<file path="config.mk">
export PLATFORM = sky130hd
export DESIGN_NAME = wall_row_renderer
export DESIGN_NICKNAME = d
export VERILOG_FILES = /design/src/rtl/wall_row_renderer.sv
export SDC_FILE = /design/constraint.sdc
export NUM_CORES = 1
export LEC_CHECK = 0
export ABC_AREA = 1
export BUFFER_PORTS_ARGS = -buffer_cell sky130_fd_sc_hd__buf_2
export CAP_MARGIN = 10
export CORE_MARGIN = 10
export CORE_UTILIZATION = 40
export DETAILED_ROUTE_END_ITERATION = 8
export GPL_TIMING_DRIVEN = 0
export PLACE_DENSITY_LB_ADDON = 0.25
export REMOVE_ABC_BUFFERS = 1
export SLEW_MARGIN = 20
export SYNTH_ARGS = -nofsm -noshare
export SYNTH_HDL_FRONTEND = slang
export SYNTH_SLANG_ARGS = --single-unit
</file>
<file path="constraint.sdc">
create_clock -name clk -period 3.8 [get_ports clk]
set_input_delay 0.38 -clock clk [delete_from_list [all_inputs] [get_ports clk]]
set_output_delay 0.38 -clock clk [all_outputs]
set_load 0.02 [all_outputs]
</file>
<file path="src/rtl/wall_row_renderer.sv">
// Per-scanline wall renderer: classifies each pixel as sky/wall/floor and
// generates the 6-bit texel row along the wall. Between lines an iterative
// divider and shift-add multiplier prepare the texel step and clipped preload.
module wall_row_renderer #(
  parameter int unsigned H_VIEW = 640,
  parameter int unsigned HALF_W = 320,
  parameter int unsigned FRAC   = 10
) (
  input  logic        clk,
  input  logic        reset_n,
  input  logic        hmax,
  input  logic [10:0] i_size,
  input  logic        i_side,
  input  logic [9:0]  hpos,
  output logic [1:0]  o_region,
  output logic [5:0]  o_tex_v,
  output logic        o_side,
  output logic        o_ready
);

  typedef enum logic [1:0] {StIdle, StDiv, StMul, StReady} state_e;

  localparam logic [10:0] HalfW11 = 11'(HALF_W);
  localparam logic [11:0] HalfW12 = 12'(HALF_W);
  localparam logic [11:0] HView12 = 12'(H_VIEW);

  state_e      state_q, state_d;
  logic [3:0]  cnt_q, cnt_d;
  logic [10:0] size_q, size_d;
  logic        side_q, side_d;
  logic [15:0] step_q, step_d;
  logic [15:0] acc_q, acc_d;
  // num: dividend shifter in DIV, multiplicand shifter in MUL
  logic [15:0] num_q, num_d;
  // rem: partial remainder in DIV, multiplier bits of k in MUL
  logic [11:0] rem_q, rem_d;
  logic        ready_q, ready_d;
  logic        vld_q, vld_d;
  logic        hmax_q;
  logic [1:0]  region_q, region_d;
  logic [5:0]  tex_q, tex_d;

  logic [11:0] rem_sh, rem_sub;
  logic        rem_ge;
  logic [15:0] quo_next, step_fin;
  logic [10:0] k;
  logic [11:0] hpos_ext, hpos_plus, wall_end;
  logic        pix_sky, pix_wall;

  // Divider datapath, clip offset and span decode
  always_comb begin
    rem_sh    = {rem_q[10:0], num_q[15]};
    rem_ge    = rem_sh >= {1'b0, size_q};
    rem_sub   = rem_sh - {1'b0, size_q};
    quo_next  = {step_q[14:0], rem_ge};
    step_fin  = (size_q == 11'd0) ? 16'd0 : quo_next;
    k         = (size_q > HalfW11) ? size_q - HalfW11 : 11'd0;
    // Compare hpos + size against HALF_W to stay unsigned with no overflow
    hpos_ext  = {2'b00, hpos};
    hpos_plus = hpos_ext + {1'b0, size_q};
    wall_end  = HalfW12 + {1'b0, size_q};
    pix_sky   = hpos_plus < HalfW12;
    pix_wall  = !pix_sky && (hpos_ext < wall_end) && (hpos_ext < HView12);
  end

  // Next-state: capture/abort, DIV and MUL sequencing, pixel pipeline
  always_comb begin
    state_d  = state_q;
    cnt_d    = cnt_q;
    size_d   = size_q;
    side_d   = side_q;
    step_d   = step_q;
    acc_d    = acc_q;
    num_d    = num_q;
    rem_d    = rem_q;
    ready_d  = ready_q;
    vld_d    = vld_q;
    region_d = 2'd0;
    tex_d    = 6'd0;

    if (hmax_q) begin
      // A new line always restarts from scratch, whatever the current state
      size_d  = i_size;
      side_d  = i_side;
      ready_d = 1'b0;
      vld_d   = 1'b1;
      acc_d   = 16'd0;
      step_d  = 16'd0;
      num_d   = 16'h8000;
      rem_d   = 12'd0;
      cnt_d   = 4'd0;
      state_d = StDiv;
    end else begin
      unique case (state_q)
        StIdle: ;
        StDiv: begin
          rem_d  = rem_ge ? rem_sub : rem_sh;
          num_d  = {num_q[14:0], 1'b0};
          step_d = quo_next;
          cnt_d  = cnt_q + 4'd1;
          if (cnt_q == 4'd15) begin
            step_d  = step_fin;
            num_d   = step_fin;
            rem_d   = {1'b0, k};
            cnt_d   = 4'd0;
            state_d = StMul;
          end
        end
        StMul: begin
          if (rem_q[0]) acc_d = acc_q + num_q;
          num_d = {num_q[14:0], 1'b0};
          rem_d = {1'b0, rem_q[11:1]};
          cnt_d = cnt_q + 4'd1;
          if (cnt_q == 4'd10) state_d = StReady;
        end
        StReady: ready_d = 1'b1;
        default: state_d = StIdle;
      endcase
      if (ready_q && pix_wall) acc_d = acc_q + step_q;
    end

    if (vld_q) region_d = pix_sky ? 2'd0 : (pix_wall ? 2'd1 : 2'd2);
    if (ready_q && pix_wall) tex_d = acc_q[FRAC +: 6];
  end

  // State and output registers, cleared asynchronously
  always_ff @(posedge clk or negedge reset_n) begin
    if (!reset_n) begin
      state_q  <= StIdle;
      cnt_q    <= 4'd0;
      size_q   <= 11'd0;
      side_q   <= 1'b0;
      step_q   <= 16'd0;
      acc_q    <= 16'd0;
      num_q    <= 16'd0;
      rem_q    <= 12'd0;
      ready_q  <= 1'b0;
      vld_q    <= 1'b0;
      hmax_q   <= 1'b0;
      region_q <= 2'd0;
      tex_q    <= 6'd0;
    end else begin
      state_q  <= state_d;
      cnt_q    <= cnt_d;
      size_q   <= size_d;
      side_q   <= side_d;
      step_q   <= step_d;
      acc_q    <= acc_d;
      num_q    <= num_d;
      rem_q    <= rem_d;
      ready_q  <= ready_d;
      vld_q    <= vld_d;
      hmax_q   <= hmax;
      region_q <= region_d;
      tex_q    <= tex_d;
    end
  end

  assign o_region = region_q;
  assign o_tex_v  = tex_q;
  assign o_side   = side_q;
  assign o_ready  = ready_q;

endmodule

</file>
==> flow_summary.ini <==
[floorplan]
die_h_um = 145
ios = 35
die_area_um2 = 21100
start_util_pct = 41.1
coreArea_um2 = 15300
die_w_um = 145
fp-row-count = 45

[synthesis]
syn_area_per_cell_um2 = 7.83
ys_seq_area_share_pct = 35.4
synth-main-ff-cell = dfrtp_1
synth-edff-count = 0
synth_cells = 804
netlist_area_um2 = 6290
ys_ff_latch = 89
ys_warn_count = 0
async_flop_share_pct = 100
synth_cell_types = 47

[placed_design]
postPlaceCellArea_um2 = 6610
dpl.hpwl_mm = 10.7
port_buffers = 34
gp_congestion = 0.857
place_inst = 1026

[cells_and_area]
design_area_um2 = 7280
layout-drive-gt1-share_pct = 17.8
fin_util_pct = 47.5
instances_no_fill = 1061
final_net_count = 923
area_growth_pct = 15.7
layout_commonest_cell = nand2_1
fillerInstances = 1548
antenna_cells = 0
final_cell_mix = 156 x nand2_1, 106 x inv_1, 86 x dfrtp_1

[setup_path]
cp_slowest_cell = dfrtp_1
worstSetupPathType = flop to flop
crit_path_end_kind = flop
crit_top_cell = nand4_1
worstPathCellList = inv_2, ha_4, inv_1, ha_4, nand2_1, nor3_2, nand4_1, nand3_4, nor2_4, buf_12, nand2_8, nand2_1, o21ai_2, ha_1, inv_1, fa_2, o21ai_4, nand4_1, nand4_1, a21oi_2, nor2_1, nor2_1, xor2_1, o22ai_2
crit_path_start_kind = flop
cpPeakStageDelay_ps = 390
cp_max_fo = 12
cp.required_ps = 4030
critPathArrivalTime_ps = 3940

[timing]
fin_crit_sh_pct = 97.7
finalClockSkew_ps = 7.35
max_freq_mhz = 269
setup_viol = 0
worstMarginPinSlew_ps = 1030
relSlewSlack_pct = 31.3
finalCriticalPeriod_ps = 3710
drv_slew = 0
hold_viol = 0
rsz0062_at_grt = yes
holdWs_ps = 134

[clock_network]
cts_tree = done
clkLatencyLatePin_ps = 350
cts.sinks = 89
cts-htree-levels = 3
cts_root_buf = clkbuf_16
cts_buffers = 9
path_clk_slew_ps = 70
max-clock-path-buffers = 2

[drt]
drt_pass1_iterations = 5
detail_route.vias_per_cell = 5.17
drc = 0
drt_iter0_drc = 332
wl_mm = 15.7
ant_nets = 0
routedWlPerCell_um = 14.8
vias = 5489

[grt]
antenna_found_initial = 0
grt_max_degree = 46
grt_pass1_vias = 5221
grt-ovfl-total = 0
grt_pass1_wl_mm = 26.2
grt.total_usage_pct = 14.7

[pwr]
p_per_area_nw_per_um2 = 475
total_power_mw = 3.46
max-vdd-ir-drop_mv = 0.253
power_leakage_nw = 3.41

[run_status]
status = finished clean

[run]
cap_violations = 0

[hold_path]
hold_class = input port to flop
-- cells by family (layout without fill, tap and decap cells) --
kind of cell / count (synthesis) / count (layout) / synth area share (%)
XOR/XNOR: 26 / 26 / 3.62
AND/OR/NAND/NOR: 277 / 281 / 19.9
multiplexers: 1 / 1 / 0.159
adder cells (fa/ha/maj): 53 / 53 / 10.8
AO/OA/AOI/OAI: 214 / 214 / 20.5
buffers and inverters: 144 / 186 / 9.58
flip-flops: 89 / 89 / 35.4
-- final cells by class --
cell class              count  area, um^2  area share [%]
clock buffers               9         225            3.09
flip-flops and latches     89        2230            30.6
clock inverters             7        65.1           0.894
repair buffers             50         343            4.71
multi-input cells         575        3700            50.9
inverters                 120         450            6.19
well taps                 211         264            3.63
-- Yosys cell counts (all sizes together) (7+ instances only) --
cell | instances | area [um^2]
o21ai | 105 | 578
xor2 | 16 | 140
inv | 120 | 450
ha | 51 | 638
xnor2 | 10 | 87.6
clkbuf | 9 | 33.8
nor2 | 48 | 223
nand4 | 10 | 62.6
buf | 15 | 119
o22ai | 37 | 269
nand2 | 164 | 673
a21oi | 47 | 254
dfrtp | 89 | 2230
nand3 | 40 | 210
a211oi | 7 | 52.6
nor3 | 9 | 45.0
-- power breakdown --
group | switching [mW] | internal, mW | total, mW | leakage (nW)
Combinational | 0.943 | 0.489 | 1.43 | 2.09
Sequential | 0.0966 | 1.06 | 1.15 | 1.19
Clock | 0.421 | 0.455 | 0.876 | 0.131
-- metal layers --
| layer | wire length (um) | part of all wire [%] | vias up | track usage, % |
|---|---|---|---|---|
| met4 | 165 | 1.1 | 0 | 4.25 |
| met1 | 7670 | 49 | 2565 | 20.3 |
| met3 | 696 | 4.4 | 10 | 2.73 |
| met5 | 0 | 0 | - | 0 |
| met2 | 7120 | 45 | 123 | 22.8 |
| li1 | - | - | 2791 | - |
-- metrics by stage --
step,setup WS [ps],TNS [ps]
floorplan,-58.1,-58.1
global placement,-813,-4340
detailed placement,-844,-4650
CTS,5.09,0
global route,-180,-515
finish,86.3,0
-- worst max-delay path, delay by kind of cell (launching register included) --
kind,cells,cell delay [ps]
XOR/XNOR,1,160
buffers and inverters,4,340
AND/OR/NAND/NOR,11,1240
AO/OA/AOI/OAI,4,380
adder cells (fa/ha/maj),4,1090
flip-flops,1,390
-- what timing repair did --
action,in CTS,in global routing
endpoints found under the setup margin,11,21
pin swaps,4,15
cloned,3,1
setup buffers,6,8
endpoints found under the hold margin,44,0
hold buffers,1,0
resized for setup,13,31
-- path summary, 6_finish.rpt --
path | start | end | slack (ps) | cells after the start
min in group asynchronous | reset_n | rem_q[3] | 520 | 2
setup reg to reg | size_q[7] | acc_q[14] | 90 | 24
max in group asynchronous | reset_n | hmax_q | 2700 | 3
setup / recovery | size_q[7] | acc_q[14] | 90 | 24
hold / removal | hmax | hmax_q | 130 | 1
hold reg to reg | vld_q | vld_q | 460 | 1
-- registers in the layout, indices dropped and copies added, names as in the netlist, 2 cells and up --
register / flops
acc_q: 16
cnt_q: 4
num_q: 16
o_region: 2
o_tex_v: 6
rem_q: 12
size_q: 11
state_q: 2
step_q: 16
Note: power is estimated with default switching activity, not from simulation.
